[src/rtl/tt_um_restador_serial_pkg.sv]
// Shared definitions for the bit-serial subtractor tile: state encoding,
// default operand width and the uo_out bit map.
package restador_pkg;

  localparam int WIDTH = 4;

  typedef enum logic [1:0] {
    ST_IDLE  = 2'd0,
    ST_SHIFT = 2'd1,
    ST_DONE  = 2'd2
  } state_t;

  localparam int BIT_BORROW = 4;
  localparam int BIT_BUSY   = 5;
  localparam int BIT_DONE   = 6;
  localparam int BIT_ZERO   = 7;

endpackage

[src/rtl/tt_um_restador_serial_full_sub.sv]
// One-bit full subtractor, the dual of the ripple full-adder cell:
// d = a - b - bin (mod 2), bout set when that difference went negative.
module full_sub_1bit (
  input  logic a,
  input  logic b,
  input  logic bin,
  output logic d,
  output logic bout
);

  assign d    = a ^ b ^ bin;
  assign bout = (~a & b) | (~(a ^ b) & bin);

endmodule

[src/rtl/tt_um_restador_serial.sv]
// Bit-serial subtractor tile: D = A - B computed LSB first through a single
// full-subtractor cell and a borrow flop, with a start/busy/done handshake.
module tt_um_restador_serial
  import restador_pkg::*;
(
  input  logic       clk,
  input  logic       rst_n,
  input  logic       ena,
  input  logic [7:0] ui_in,
  input  logic [7:0] uio_in,
  output logic [7:0] uo_out,
  output logic [7:0] uio_out,
  output logic [7:0] uio_oe
);

  localparam int CNT_W = $clog2(WIDTH + 1);

  state_t             state;
  logic [WIDTH-1:0]   a_sh;
  logic [WIDTH-1:0]   b_sh;
  logic [WIDTH-1:0]   diff_sh;
  logic [WIDTH-1:0]   res_q;
  logic [CNT_W-1:0]   cnt;
  logic               borrow;
  logic               borrow_q;
  logic               start_q;
  logic               done;
  logic               zero_q;

  logic               start_edge;
  logic               cell_d;
  logic               cell_bout;
  logic [WIDTH-1:0]   diff_next;
  logic               busy;
  logic               unused_ok;

  assign start_edge = uio_in[0] & ~start_q;
  assign diff_next  = {cell_d, diff_sh[WIDTH-1:1]};
  assign busy       = (state == ST_SHIFT);

  full_sub_1bit u_cell (
    .a    (a_sh[0]),
    .b    (b_sh[0]),
    .bin  (borrow),
    .d    (cell_d),
    .bout (cell_bout)
  );

  // Control FSM and serial datapath; everything freezes while ena is low.
  always_ff @(posedge clk) begin
    if (!rst_n) begin
      state    <= ST_IDLE;
      a_sh     <= '0;
      b_sh     <= '0;
      diff_sh  <= '0;
      res_q    <= '0;
      cnt      <= '0;
      borrow   <= 1'b0;
      borrow_q <= 1'b0;
      start_q  <= 1'b0;
      done     <= 1'b0;
      zero_q   <= 1'b0;
    end else if (ena) begin
      start_q <= uio_in[0];
      case (state)
        ST_IDLE, ST_DONE: begin
          if (start_edge) begin
            a_sh    <= ui_in[WIDTH-1:0];
            b_sh    <= ui_in[WIDTH+3:4];
            diff_sh <= '0;
            borrow  <= 1'b0;
            cnt     <= '0;
            done    <= 1'b0;
            state   <= ST_SHIFT;
          end
        end
        ST_SHIFT: begin
          // A start edge here is consumed by start_q but otherwise ignored.
          diff_sh <= diff_next;
          a_sh    <= {1'b0, a_sh[WIDTH-1:1]};
          b_sh    <= {1'b0, b_sh[WIDTH-1:1]};
          borrow  <= cell_bout;
          cnt     <= cnt + CNT_W'(1);
          if (cnt == CNT_W'(WIDTH - 1)) begin
            res_q    <= diff_next;
            borrow_q <= cell_bout;
            zero_q   <= (diff_next == '0);
            done     <= 1'b1;
            state    <= ST_DONE;
          end
        end
        default: begin
          state <= ST_IDLE;
        end
      endcase
    end
  end

  assign uo_out    = {zero_q, done, busy, borrow_q, res_q};
  assign uio_out   = 8'h00;
  assign uio_oe    = 8'h00;
  assign unused_ok = &{1'b0, uio_in[7:1]};

endmodule

[config.mk]
export PLATFORM = sky130hd
export DESIGN_NAME = tt_um_restador_serial
export DESIGN_NICKNAME = d
export VERILOG_FILES = /design/src/rtl/tt_um_restador_serial_pkg.sv /design/src/rtl/tt_um_restador_serial_full_sub.sv /design/src/rtl/tt_um_restador_serial.sv
export SDC_FILE = /design/constraint.sdc
export NUM_CORES = 1
export LEC_CHECK = 0
export ABC_AREA = 1
export CORE_MARGIN = 4
export CORE_UTILIZATION = 40
export CTS_CLUSTER_SIZE = 14
export DETAILED_ROUTE_END_ITERATION = 7
export MAX_ROUTING_LAYER = met4
export PLACE_DENSITY = 0.75
export SYNTH_ARGS = -nofsm -noshare
export SYNTH_HDL_FRONTEND = slang
export SYNTH_SLANG_ARGS = --single-unit
[constraint.sdc]
create_clock -name clk -period 3.6 [get_ports clk]
set_input_delay 0.72 -clock clk [delete_from_list [all_inputs] [get_ports clk]]
set_output_delay 0.72 -clock clk [all_outputs]
set_load 0.01 [all_outputs]
==> impl_metrics.json <==
{
  "ant_nets": 0,
  "num_rows": 20,
  "vias_per_cell": 4.21,
  "die-area_mm2": 0.00410,
  "synth_area_leader_cell": "dfxtp_1",
  "synth_commonest_cells": "56 x nand2_1, 25 x dfxtp_1, 21 x buf_4",
  "synth_edf_count": 0,
  "wl_per_cell_um": 8.97,
  "clkTransAtPathRegs_ps": 130,
  "cts_resized": 0,
  "cts_hold_buf": 0,
  "synth_cell_types": 19,
  "drtIter0Drc": 61,
  "synthCells": 177,
  "die_y_um": 64.0,
  "ys_seq_area_share_pct": 39.8,
  "cts_buffer_depth": 2,
  "cts_max_level": 1,
  "fin_skew_ps": 3.99,
  "grt_pass1_vias": 922,
  "nFillCells": 330,
  "synth_warnings": 0,
  "worst_pin_slew_ps": 653,
  "antennaDiodeCount": 0,
  "synth.avg_cell_area_um2": 7.10,
  "crit_buf_inv": 2,
  "clk_latency_ps": 310,
  "path_class": "reg2out",
  "p_per_area_mw_per_mm2": 356,
  "slew_headroom_pct": 56.4,
  "fin_nets": 214,
  "critPathMaxFanout": 5,
  "ys_ff_latch": 25,
  "synthMostInstantiatedCell": "nand2_1",
  "p_leak_nw": 0.592,
  "hpwlAfterDp_um": 1560,
  "fin_crit_ps": 2210,
  "crit_required_ps": 2880,
  "critPathMaxStageDelay_ps": 550,
  "drc": 0,
  "area_growth_pct": 12.4,
  "io_pins": 43,
  "drt_wl_total_um": 2110,
  "cts_made_buffers": 3,
  "path_delay_family": "buffers and inverters",
  "stdcell_count": 235,
  "finalSetupViolations": 0,
  "async_flop_share_pct": 0,
  "worstSetupStartpointType": "register",
  "design_area_mm2": 0.00141,
  "finalSetupTns_ps": 0,
  "core_mm2": 0.00303,
  "synth_ff_type": "dfxtp_1",
  "synth_top_area_share_pct": 39.8,
  "crit_path_top_delay_cell": "clkdlybuf4s50_1",
  "hold_viol_final": 0,
  "irDropWorstVdd_mv": 0.123,
  "finalCritPeriodShare_pct": 61.5,
  "arrival_ps": 1490,
  "start_util_pct": 41.5,
  "endpoint_kind": "output pin",
  "root_buffer": "clkbuf_4",
  "grt_util_all_layers_pct": 11.8,
  "grt_setup_unrepaired": "no",
  "port_buffers": 19,
  "max_cap_violations": 0,
  "layout-drive-gt1-share_pct": 4.71,
  "finalMaxSlewViolations": 0,
  "placed_cell_area_mm2": 0.00139,
  "synth.area.top_cells": "dfxtp_1 40%, nand2_1 17%, buf_4 13%",
  "holdWs_ps": 472,
  "dpl.cell_count": 231,
  "synthesis.area_mm2": 0.00126,
  "overflow": 0,
  "cts_setup_buffers": 0,
  "antenna_found_initial": 0,
  "fmax_mhz": 452,
  "vias": 989,
  "status": "complete, no violations",
  "cts.sinks": 25,
  "drt_first_pass_iters": 4,
  "grt_first_pass_wirelength_um": 3780,
  "die_w_um": 64.0,
  "routabilityCongestion": 0.767,
  "cts_tree": "yes",
  "grt_max_degree": 22,
  "worstPathCellList": "inv_2 -> nor2_4 -> clkdlybuf4s50_1",
  "hold_class": "reg2reg"
}
layout by cell type (no fill, tap or decap):
| master | n |
|---|---|
| inv_1 | 16 |
| clkbuf_4 | 3 |
| clkinv_1 | 1 |
| nand2_1 | 56 |
| fa_1 | 1 |
| inv_2 | 1 |
| a21oi_1 | 18 |
| conb_1 | 16 |
| a211oi_1 | 1 |
| nor2_1 | 15 |
| and2_0 | 1 |
| clkbuf_1 | 1 |
| nor2_4 | 3 |
| nand3_1 | 4 |
| dfxtp_1 | 25 |
| nand2_2 | 2 |
| clkdlybuf4s50_1 | 19 |
| o21ai_1 | 1 |
| o21ai_0 | 5 |
| ha_1 | 2 |
stage by stage:
step	setup slack, ps	util [%]	power (mW)
after detailed placement	1260	45.7	0.387
final	1390	46.6	0.502
after global placement	1260	45.7	0.386
after CTS	1360	46.6	0.509
after floorplan	2210	-	0.377
after global routing	1270	46.6	0.534
worst reg2reg max path: stages (launching register included):
cell,delay (ps)
dfxtp_1,430
nand2_1,100
nand2_2,100
nand2_1,390
o21ai_1,270
inv_1,50
sequential cells by signal (all words and copies together), names as in the netlist:
signal and flops:
a_sh 4, b_sh 4, borrow 1, borrow_q 1, cnt 3, diff_sh 3, done 1, res_q 4
start_q 1, state 2, zero_q 1
layer usage:
metal  track usage, %  up-vias  share of wire (%)
li1                 -      538                  -
met1             13.9      421                 48
met2             19.0       25                 44
met3             2.81        5                6.1
met4             5.66        0                1.9
met5                -        -                  0
logic make-up after synthesis:
logic type               after synthesis  share of synthesized area (%)
AO/OA/AOI/OAI                         25                           10.2
adder cells (fa/ha/maj)                3                           3.59
other                                  1                          0.299
buffers and inverters                 42                           19.1
flip-flops                            25                           39.8
AND/OR/NAND/NOR                       81                           27.0
final cells by class:
| type | instances | area (µm²) | area share, % |
|---|---|---|---|
| Clock buffer | 4 | 26.3 | 1.86 |
| Inverter | 18 | 67.6 | 4.79 |
| Multi-Input combinational cell | 125 | 572 | 40.5 |
| Sequential cell | 25 | 500 | 35.5 |
| Tap cell | 44 | 55.1 | 3.90 |
| Timing Repair Buffer | 19 | 190 | 13.5 |
path summary, 6_finish.rpt:
path | startpoint | end | cells past startpoint | slack, ps
max reg2reg | state[0] | cnt[0] | 5 | 2170
max | state[0] | uo_out[5] | 3 | 1390
min | done | done | 2 | 470
min reg2reg | done | done | 2 | 470
report_power, final:
group          switching (mW)  leakage (nW)  total (mW)  internal, mW
sequential            0.00570         0.203       0.294         0.288
clock                  0.0783        0.0150       0.122        0.0433
combinational          0.0537         0.374      0.0860        0.0323
Power figures use the tool's default switching activity.
